### src/rtl/ovr_pkg.sv
// Shared types for the variable override cell and the sources that drive it.
package ovr_pkg;

    typedef enum logic [1:0] {
        NORMAL   = 2'd0,
        ASSIGNED = 2'd1,
        FORCED   = 2'd2,
        FORCED_A = 2'd3
    } ovr_mode_e;

    // Strobe bundle for drivers; field order follows control priority, then data priority.
    typedef struct packed {
        logic frc_en;
        logic rel_en;
        logic asg_en;
        logic dasg_en;
        logic dep_en;
        logic wr_en;
    } ovr_cmd_t;

endpackage

### src/rtl/var_override_cell.sv
// Storage cell for one overridable variable: resolves deposit/write and
// assign/deassign/force/release commands and presents the effective value.
module var_override_cell
    import ovr_pkg::*;
#(
    parameter int unsigned          WIDTH     = 4,
    parameter logic [WIDTH-1:0]     RESET_VAL = '0
) (
    input  logic             clk,
    input  logic             rst,
    input  logic             wr_en,
    input  logic [WIDTH-1:0] wr_data,
    input  logic             dep_en,
    input  logic [WIDTH-1:0] dep_data,
    input  logic             asg_en,
    input  logic [WIDTH-1:0] asg_data,
    input  logic             dasg_en,
    input  logic             frc_en,
    input  logic [WIDTH-1:0] frc_data,
    input  logic             rel_en,
    output logic [WIDTH-1:0] q,
    output logic [1:0]       mode,
    output logic             blocked,
    output logic             nop
);

    ovr_mode_e        state, state_nx;
    logic [WIDTH-1:0] q_nx, asg_val, asg_val_nx;
    logic             blocked_nx, nop_nx;

    always_comb begin
        // NOTE: every combinational output gets a default first so no path infers a latch.
        state_nx   = state;
        q_nx       = q;
        asg_val_nx = asg_val;
        blocked_nx = 1'b0;
        nop_nx     = 1'b0;

        // Control commands: only the highest-priority strobe acts.
        if (frc_en) begin
            q_nx = frc_data;
            case (state)
                NORMAL:   state_nx = FORCED;
                ASSIGNED: state_nx = FORCED_A;
                default:  state_nx = state;
            endcase
        end else if (rel_en) begin
            case (state)
                FORCED:   state_nx = NORMAL;
                FORCED_A: begin
                    state_nx = ASSIGNED;
                    q_nx     = asg_val;
                end
                default:  nop_nx = 1'b1;
            endcase
        end else if (asg_en) begin
            asg_val_nx = asg_data;
            if (state == NORMAL || state == ASSIGNED) begin
                state_nx = ASSIGNED;
                q_nx     = asg_data;
            end else begin
                state_nx = FORCED_A;
            end
        end else if (dasg_en) begin
            case (state)
                ASSIGNED: state_nx = NORMAL;
                FORCED_A: begin
                    state_nx   = FORCED;
                    asg_val_nx = '0;
                end
                default:  nop_nx = 1'b1;
            endcase
        end

        // Data commands see the post-control mode and override any control value only in NORMAL.
        if (dep_en || wr_en) begin
            if (state_nx == NORMAL) begin
                q_nx = dep_en ? dep_data : wr_data;
            end else begin
                blocked_nx = 1'b1;
            end
        end
    end

    always_ff @(posedge clk or posedge rst) begin
        if (rst) begin
            state   <= NORMAL;
            q       <= RESET_VAL;
            asg_val <= '0;
            blocked <= 1'b0;
            nop     <= 1'b0;
        end else begin
            // NOTE: sequential state uses non-blocking assignments so all registers update together.
            state   <= state_nx;
            q       <= q_nx;
            asg_val <= asg_val_nx;
            blocked <= blocked_nx;
            nop     <= nop_nx;
        end
    end

    assign mode = state;

endmodule
### config.mk
export PLATFORM = sky130hd
export DESIGN_NAME = var_override_cell
export DESIGN_NICKNAME = d
export VERILOG_FILES = /design/src/rtl/ovr_pkg.sv /design/src/rtl/var_override_cell.sv
export SDC_FILE = /design/constraint.sdc
export NUM_CORES = 1
export LEC_CHECK = 0
export ABC_AREA = 0
export CORE_MARGIN = 8
export CORE_UTILIZATION = 36
export CTS_CLUSTER_SIZE = 30
export DETAILED_ROUTE_END_ITERATION = 10
export GPL_TIMING_DRIVEN = 0
export HOLD_SLACK_MARGIN = 0.06
export PLACE_DENSITY = 0.74
export SYNTH_ARGS = -nofsm -noshare
export SYNTH_HDL_FRONTEND = slang
export SYNTH_SLANG_ARGS = --single-unit
export TNS_END_PERCENT = 20
### constraint.sdc
create_clock -name clk -period 1.3 [get_ports clk]
set_input_delay 0.195 -clock clk [delete_from_list [all_inputs] [get_ports clk]]
set_output_delay 0.195 -clock clk [all_outputs]
set_load 0.005 [all_outputs]
# --- Word-level counts from Yosys, hierarchy flattened ---
# Cells that the tools add are included.
totals:
  regBits: 12
  inputBits: 24
  output_inout_bits: 8
  word_cells: 46
op_classes:
  eq_ne: 3
  muxes: 27
  bitwise: 2
  n_reduce_logical: 9
ops:
  columns: ["op", "count"]
  rows:
  - ["4-bit two-way mux", 11]
  - ["2-bit case mux with 2 select lines", 3]
  - ["2-bit two-way mux", 5]
  - ["1-bit two-way mux", 8]
  - ["2-bit == test, second input constant", 2]
  - ["2-bit logical NOT", 2]
  - ["4-bit AND reduction", 1]
  - ["2-bit nonzero test", 2]
  - ["2-bit OR reduction", 2]
  - ["2-bit by 1-bit == test with 1-bit output, second input constant", 1]
  - ["1-bit logical OR", 2]
  - ["1-bit NOT", 2]

# --- Longest topological paths before layout ---
# Gate-level depths: netlist of the first run.
depth:
  depth_word: 9
  depth_mapped: 4
  depth_no_buf: 4

# --- Worst setup path before layout of the first run ---
# Ideal clock, no wire load.
synth_timing:
  kind: "register -> register"
  startpoint: "register state[1] (netlist: mode[1])"
  endpoint: "register q[0]"
  setup_ns: 0.136
  arrival_time_ns: 1.272
  required_time_ns: 1.164
  path_slack_ns: -0.108
  path_stages_with_launch: 5
  n_path_buf: 0
  synth_period_minus_slack_ns: 1.408
  cell_sequence: "dfrtp_1 nand2b_4 mux2_4 a222oi_1 mux2i_1"
synth_via:
  elab_chain_len: 9
  word_cells_on_any_way: 21
  cone_classes: "eq/ne (3); mux (15); reduce/logical (3)"
synth_lines:
  columns: ["element", "line", "source"]
  rows:
  - ["start: declaration", "var_override_cell.sv:27", "ovr_mode_e state, state_nx;"]
  - ["start signal: assignment", "var_override_cell.sv:94", "state <= state_nx;"]
  - ["2-bit == test (tied with other cells)", "var_override_cell.sv:48, var_override_cell.sv:65", null]
  - ["2-bit case mux with 2 select lines or 1-bit logical OR (tied branches)", "var_override_cell.sv:65, var_override_cell.sv:58", null]
  - ["2-bit two-way mux (on tied branches)", "var_override_cell.sv:64, var_override_cell.sv:58", null]
  - ["2-bit two-way mux", "var_override_cell.sv:56", "end else if (asg_en) begin"]
  - ["2-bit two-way mux", "var_override_cell.sv:47", "end else if (rel_en) begin"]
  - ["2-bit two-way mux", "var_override_cell.sv:40", "if (frc_en) begin"]
  - ["2-bit logical NOT", "var_override_cell.sv:77", "if (state_nx == NORMAL) begin"]
  - ["4-bit two-way mux", "var_override_cell.sv:77", null]
  - ["4-bit two-way mux *", "var_override_cell.sv:76", "if (dep_en || wr_en) begin"]
  - ["named net q_nx[0]", "var_override_cell.sv:28", "logic [WIDTH-1:0] q_nx, asg_val, asg_val_nx;"]
  - ["end signal: assignment", "var_override_cell.sv:95", "q <= q_nx;"]
  - ["end: declaration", "var_override_cell.sv:21", "output logic [WIDTH-1:0] q,"]
# The timed path passes the listed nets; every way through them passes the cells marked *.
# A chain may end at the register's enable or synchronous reset.

# --- Worst setup path after layout of the first run ---
layout_timing:
  startpoint: "register state[1] (netlist: mode[1])"
  endpoint: "register q[2]"
# Same word-level chain as after synthesis.

==> results.toml, run 1 <==
[die]
die_x_um = 60
initial_core_util_pct = 36.6
fp.dieH_um = 60
core_um2 = 1900
io_pins = 32
die_area_um2 = 3600
rows = 16

[global_routing]
gr-total-overflow = 0
grt_pass1_vias = 645
antenna_found_initial = 0
grt_pass1_wl_mm = 3.08
grt_start_max_net_pins = 13
track_usage_pct = 11.4

[yosys]
yosys.area_share.adder_pct = 0
synth_top_family_by_area = "multiplexers"
ys_types = 25
synth-edff-count = 0
synth_compound_area_share_pct = 17.2
synth_seq_cells = 12
synth_simple_gate_area_share_pct = 12.0
async_reset_ff_share_pct = 100
syn_area_per_cell_um2 = 11.2
synth_xor_area_share_pct = 0
synth_top_cell_by_area = "dfrtp_1"
synthMuxAreaShare_pct = 24.8
synth-main-ff-cell = "dfrtp_1"
synth_area_um2 = 697
ys.warnings.count = 0
ys_seq_area_share_pct = 43.1
yosys-top-cells-area = "dfrtp_1 43%, mux2i_1 17%, a22o_1 5.0%"
synth_top_area_share_pct = 43.1
synth_nets = 86
synthCells = 62

[final_layout]
area_growth_pct = 53.0
post-route-cell-area_um2 = 1070
nets = 121
final_cell_mix = "20 x clkdlybuf4s50_1, 12 x mux2i_1, 11 x dfrtp_1"
mostFrequentLayoutCell = "clkdlybuf4s50_1"
diodes = 0
drive_gt1_share_pct = 15.6

[pwr]
leakagePower_nw = 0.537
peakVddDrop_mv = 0.430
cellPowerDensity_nw_per_um2 = 1000

[detailed_routing]
wl_per_cell_um = 15.5
vias_per_cell = 5.07
drtIter0Drc = 15
ant_nets = 0
num_vias = 624
totalWireLength_mm = 1.91
drc = 0
drtPass1Iterations = 4

[worst_setup_path]
critPathLaunchType = "flip-flop"
arrival_ps = 1630
crit_fanout = 6
path_class = "flip-flop to flip-flop"
end_kind = "flip-flop"
required_ps = 1450

[timing]
worstMarginPinSlew_ps = 451
final_hold_viol_count = 0
max_freq_ghz = 0.674
skew_ps = 2.82
fin_crit_ps = 1480
period_share_pct = 114
setup_slack_ps = -184
slew_headroom_pct = 69.9
slew_violations = 0
rsz0062_at_grt = "true"
setup_violations = 4

[cts]
clockBufferDepth = 2
clk_root_buffer_cell = "clkbuf_4"
hold_buffers = 0
numClockSinks = 12
cts_tree = "yes"
cts_max_level = 1
clk_latency_ps = 280
clk_pin_slew_ps = 70
cts_made_buffers = 3

[outcome]
status = "finished with violations"
violations = "negative setup slack"

[place]
post_dp_cell_area_um2 = 1020
gp_congestion = 0.791
dpl_worst_slack_ps = -465
dp_hpwl_mm = 1.59
io_buffers = 29

[hold_path]
hp-class = "input port to flip-flop"

[run]
maxCapViolCount = 0
[cells in the mapped netlist (all sizes together), types with 2 or more instances]
cell type,instances
a21o,2
a21oi,2
a221o,2
a222oi,2
a22o,4
buf,2
dfrtp,12
inv,3
mux2,4
mux2i,12
nand2,2
nor2,5
nor2b,2
o21ai,2
or2,2
[final timing paths]
| path | startpoint | endpoint | slack [ps] | cells after the start |
|---|---|---|---|---|
| max in group asynchronous | rst | mode[1] | 740 | 2 |
| max reg2reg | mode[1] | q[2] | -180 | 4 |
| min | frc_en | nop | 200 | 2 |
| min in group asynchronous | rst | mode[0] | 220 | 2 |
| min reg2reg | asg_val[3] | asg_val[3] | 510 | 1 |
| max | mode[1] | q[2] | -180 | 4 |
[stage by stage]
step / util [%] / TNS, ps / hold slack, ps / power (mW) / instances
after floorplan: - / -159 / 59.7 / 0.625 / 62
after global placement: 53.7 / -2500 / 484 / 0.787 / 118
after detailed placement: 53.7 / -2750 / 482 / 0.798 / 118
after CTS: 55.5 / -562 / 189 / 1.08 / 123
after global routing: 56.1 / -775 / 223 / 1.13 / 123
final: 56.1 / -509 / 196 / 1.07 / 123
[state kept, by name, indices dropped and copies added (netlist names)]
register	flops
nop	1
mode	2
q	4
blocked	1
asg_val	4
[final cells by class]
cell class / instances / area, µm²
fillers: 177 / 836
multi-input cells: 45 / 380
flip-flops and latches: 12 / 302
repair buffers: 30 / 294
clock buffers: 4 / 36.3
well taps: 27 / 33.8
inverters: 3 / 11.3
plain buffers: 2 / 8.76
[where the power goes]
group / internal [mW] / total (mW) / switching, mW / leakage [nW]
registers: 0.424 / 0.466 / 0.0412 / 0.143
clock network: 0.170 / 0.300 / 0.130 / 0.0210
logic: 0.190 / 0.305 / 0.115 / 0.372
[logic make-up (layout without fill, tap and decap cells)]
family | Yosys count | after routing
AND/OR/NAND/NOR | 14 | 14
flip-flops | 12 | 12
AO/OA/AOI/OAI | 15 | 15
buffers and inverters | 5 | 39
multiplexers | 16 | 16
[layer usage]
layer | part of all wire [%] | routed length, µm | global-route usage, %
met1 | 41 | 778 | 13.4
met2 | 51 | 965 | 18.5
met3 | 5.7 | 108 | 2.80
met4 | 2.8 | 53 | 6.12
met5 | 0 | 0 | 0
[worst max-delay path, stage by stage, from the launching register on]
cell and delay [ps]:
dfrtp_2 440, nand2b_4 170, mux2_4 300, a222oi_1 320
mux2i_1 120
[repair_timing]
item                                    CTS  global route
resized for setup                         7             5
setup buffers                             1             0
endpoints found under the setup margin   10            10
pin swaps                                 0             2
Note: power is estimated with default switching activity, not from simulation.
==> run 2, diff against run 1 <==
--- a/config.mk
+++ b/config.mk
@@ -12,7 +12,7 @@
 export DETAILED_ROUTE_END_ITERATION = 10
 export GPL_TIMING_DRIVEN = 0
 export HOLD_SLACK_MARGIN = 0.06
-export PLACE_DENSITY = 0.74
+export PLACE_DENSITY = 0.73
 export SYNTH_ARGS = -nofsm -noshare
 export SYNTH_HDL_FRONTEND = slang
 export SYNTH_SLANG_ARGS = --single-unit
==> run 2 against run 1 <==
Compared with the run above: the flow still finishes with violations (negative setup slack); sequential power about the same; critical path depth unchanged; global-route usage unchanged; highest routed layer unchanged.
==> results.toml, run 2 (synthesis results as in run 1) <==
[pwr]
switching_share_pct = 26.2
total_power_mw = 1.06
cellPowerDensity_nw_per_um2 = 998
p_int_uw = 782
pwr-share-comb_pct = 28.6
pwr-share-seq_pct = 43.7
leakagePower_nw = 0.531
peakVddDrop_mv = 0.623
p_clk_share_pct = 27.7
switching_power_uw = 277

[die]
io_pins = 32
initial_core_util_pct = 36.6
rows = 16
die_area_um2 = 3600
core_um2 = 1900
fp.dieH_um = 60
die_x_um = 60

[global_routing]
grt_pass1_vias = 641
grt_start_max_net_pins = 13
gr-total-overflow = 0
grt_pass1_wl_mm = 3.08
track_usage_pct = 11.4
antenna_found_initial = 0

[timing]
slew_violations = 0
skew_ps = 4.02
max_freq_ghz = 0.666
setup_slack_ps = -200
slew_headroom_pct = 69.6
worstMarginPinSlew_ps = 455
fin_crit_ps = 1500
final_hold_viol_count = 0
period_share_pct = 115
rsz0062_at_grt = "true"
setup_violations = 4

[final_layout]
drive_gt1_share_pct = 14.6
nets = 121
instances_no_fill = 123
mostFrequentLayoutCell = "clkdlybuf4s50_1"
area_growth_pct = 52.2
diodes = 0
final_cell_mix = "20 x clkdlybuf4s50_1, 12 x mux2i_1, 12 x dfrtp_1"

[run]
maxCapViolCount = 0

[cts]
clk_pin_slew_ps = 80
cts_tree = "yes"
clockBufferDepth = 2
clk_latency_ps = 270
cts_made_buffers = 3
cts_max_level = 1
clk_root_buffer_cell = "clkbuf_4"
numClockSinks = 12

[worst_setup_path]
path_buf_inv = 0
critical-path-slowest-cell = "dfrtp_1"
arrival_ps = 1640
critPathTopFamily = "multiplexers"
crit_fanout = 6
crit_path_max_incr_delay_ps = 430
worstPathCellList = "nand2b_4, mux2_4, a222oi_1, mux2i_1"
critPathLaunchType = "flip-flop"
end_kind = "flip-flop"
required_ps = 1440
path_class = "flip-flop to flip-flop"

[detailed_routing]
drtIter0Drc = 12
ant_nets = 0
totalWireLength_mm = 1.82
num_vias = 588
wl_per_cell_um = 14.8
drc = 0
drtPass1Iterations = 4
vias_per_cell = 4.78

[outcome]
violations = "negative setup slack"
status = "finished with violations"

[place]
io_buffers = 29
dp_hpwl_mm = 1.51
gp_congestion = 0.732
dp.cells = 118

[hold_path]
hp-class = "input port to flip-flop"
-- run 2: area by class of cell --
type | count | area, µm²
well taps | 27 | 33.8
flip-flops and latches | 12 | 300
multi-input cells | 45 | 380
clock buffers | 4 | 36.3
inverters | 3 | 11.3
plain buffers | 2 | 8.76
fillers | 165 | 841
repair buffers | 30 | 290
-- run 2: what timing repair did --
action	in CTS	in global routing
gates cloned	0	0
hold endpoints to repair	0	0
buffers inserted	1	0
resized for setup	8	2
pin swaps	1	1
setup endpoints to repair	11	9
hold buffers	0	0
-- run 2: final timing paths --
| kind | start | end | slack (ps) | cells after the start |
|---|---|---|---|---|
| min reg2reg | asg_val[2] | asg_val[2] | 500 | 1 |
| max | mode[1] | q[2] | -200 | 4 |
| max in group asynchronous | rst | q[1] | 760 | 2 |
| max reg2reg | mode[1] | q[2] | -200 | 4 |
| min in group asynchronous | rst | nop | 230 | 2 |
| min | frc_en | nop | 220 | 2 |
-- run 2: power by group through the flow --
| stage | logic, mW | clock network (mW) | registers (mW) |
|---|---|---|---|
| 6_report | 0.303 | 0.293 | 0.463 |
| 5_1_grt | 0.335 | 0.329 | 0.470 |
| 4_1_cts | 0.305 | 0.304 | 0.463 |
| 3_5_place_dp | 0.324 | 0 | 0.472 |
| 3_3_place_gp | 0.316 | 0 | 0.470 |
| 2_1_floorplan | 0.162 | 0 | 0.464 |
-- run 2: stage by stage --
| stage | instance area (µm²) | hold WS, ps | TNS (ps) | setup WS, ps | util [%] |
|---|---|---|---|---|---|
| 2_1_floorplan | 697 | 59.7 | -159 | -79.5 | - |
| 3_3_place_gp | 1020 | 484 | -2500 | -458 | 53.7 |
| 3_5_place_dp | 1020 | 486 | -2670 | -497 | 53.7 |
| 4_1_cts | 1050 | 199 | -582 | -210 | 55.5 |
| 5_1_grt | 1060 | 225 | -1090 | -252 | 55.8 |
| 6_report | 1060 | 218 | -560 | -200 | 55.8 |
-- run 2: metal layers --
metal  vias to the layer above  wire length, µm  global-route usage (%)
met2                        17              887                    18.8
met5                         -                0                       0
met4                         0               31                    4.08
li1                        299                -                       -
met1                       270              829                    13.5
met3                         2               67                    3.44
==> variant: new RTL, settings of run 2 <==
The parameter `WIDTH` goes from 4 to 5.
--- a/src/rtl/var_override_cell.sv
+++ b/src/rtl/var_override_cell.sv
@@ -5,3 +5,3 @@
 #(
-    parameter int unsigned          WIDTH     = 4,
+    parameter int unsigned          WIDTH     = 5,
     parameter logic [WIDTH-1:0]     RESET_VAL = '0
Interface: changed (5 resized); port bits go from 32 to 37. The function was not compared with the original's and may differ.
==> variant against run 2 <==
- the flow still finishes with violations (negative setup slack)
- cell area up 17%
- routed wire length up 24%
- via count is 29% higher
- area after synthesis grew 20%
- worst setup slack improved by 0.075 ns
- critical path depth grew 1
- worst hold slack gained 0.028 ns
- sequential cell count up 2
- total power up 8.7%
- synthesized cell count up 26%
- largest power group unchanged
==> variant: results (changes against run 2) <==
| Metric | Value |
|---|---|
| Status | finished, violations left |
| Failing checks | negative setup slack |
| GPL Wtd Cong | 0.761 (+3.9%) |
| Max_slew headroom | 64.0% (-5.6 points) |
| Switching Share | 28.4% (+2.2 points) |
| Post-synth top cells | 20 x mux2i_1, 14 x dfrtp_1, 9 x nand2_1, 5 x o221a_1, 4 x a22o_1 |
| # setup viols final | 5 (+1) |
| Fraction of area in multi-input gates | 35.6% (-0.27 points) |
| Syn Nets | 106 (+23%) |
| CLK BUF | 3 (-1) |
| Register area | 353 µm² (+17%) |
| Avg Cell Area, Syn | 10.7 µm² (-4.7%) |
| DR vias/cell | 5.21 (+9.1%) |
| RR Endpoint | q[1] |
| Fin nets | 147 (+21%) |
| Final worst clock skew | 0.00372 ns (-0.000297 ns) |
| GRT Total Usage | 10.7% (-0.69 points) |
| Dpl cells | 141 (+19%) |
| Routed WL | 2260 µm (+24%) |
| Min-Delay Path Class | primary input to async pin |
| PnR worst setup slack | -0.125 ns (+0.0752 ns) |
| CP max stage delay | 0.45 ns (+0.02 ns) |
| Max stage delay cell, worst path | dfrtp_2 |
| Vias in the first global route | 794 (+24%) |
| Multiplexer share of the synthesized area | 24.0% (-0.82 points) |
| Seq/Total Area, Yosys | 41.9% (-1.2 points) |
-- variant: power groups by stage --
stage               registers (mW)  logic [mW]  clock network, mW
floorplan                    0.543       0.189                  0
global placement             0.552       0.375                  0
detailed placement           0.554       0.383                  0
CTS                          0.546       0.360              0.252
global route                 0.553       0.391              0.274
finish                       0.545       0.358              0.248
-- variant: through the flow --
step           power (mW)  worst slack, ns  cell area, µm²  util (%)   TNS, ns
6_report             1.15           -0.125            1240      56.3    -0.454
5_1_grt              1.22           -0.170            1240      56.3    -0.869
4_1_cts              1.16           -0.157            1230      55.8    -0.570
3_5_place_dp        0.938           -0.403            1220      55.2     -3.69
3_3_place_gp        0.927           -0.334            1220      55.2     -3.42
2_1_floorplan       0.732        -0.000849             836         -  -0.00425
-- variant: routing by layer --
metal / GRT usage [%] / up-vias / wire length (µm)
li1: - / 363 / -
met4: 2.45 / 0 / 10
met1: 10.9 / 366 / 924
met2: 19.6 / 25 / 1150
met3: 4.88 / 2 / 173
met5: 0 / - / 0
-- variant: worst max-delay path by stage --
stage	from	end	slack [ns]	cells past startpoint
after floorplan	mode[1]	q[0]	-0.0008	5
final	mode[1]	q[1]	-0.13	5
after CTS	mode[1]	q[1]	-0.16	5
after global routing	mode[1]	q[1]	-0.17	5
after global placement	frc_en	asg_val[4]	-0.33	5
after detailed placement	asg_en	q[1]	-0.40	6
-- variant: what timing repair did --
| action | 4_1_cts | 5_1_grt |
|---|---|---|
| pin swaps | 0 | 2 |
| setup buffers | 0 | 1 |
| gates resized for setup | 12 | 1 |
| gates cloned | 0 | 0 |
| hold buffers | 0 | 0 |
| setup endpoints to repair | 19 | 9 |
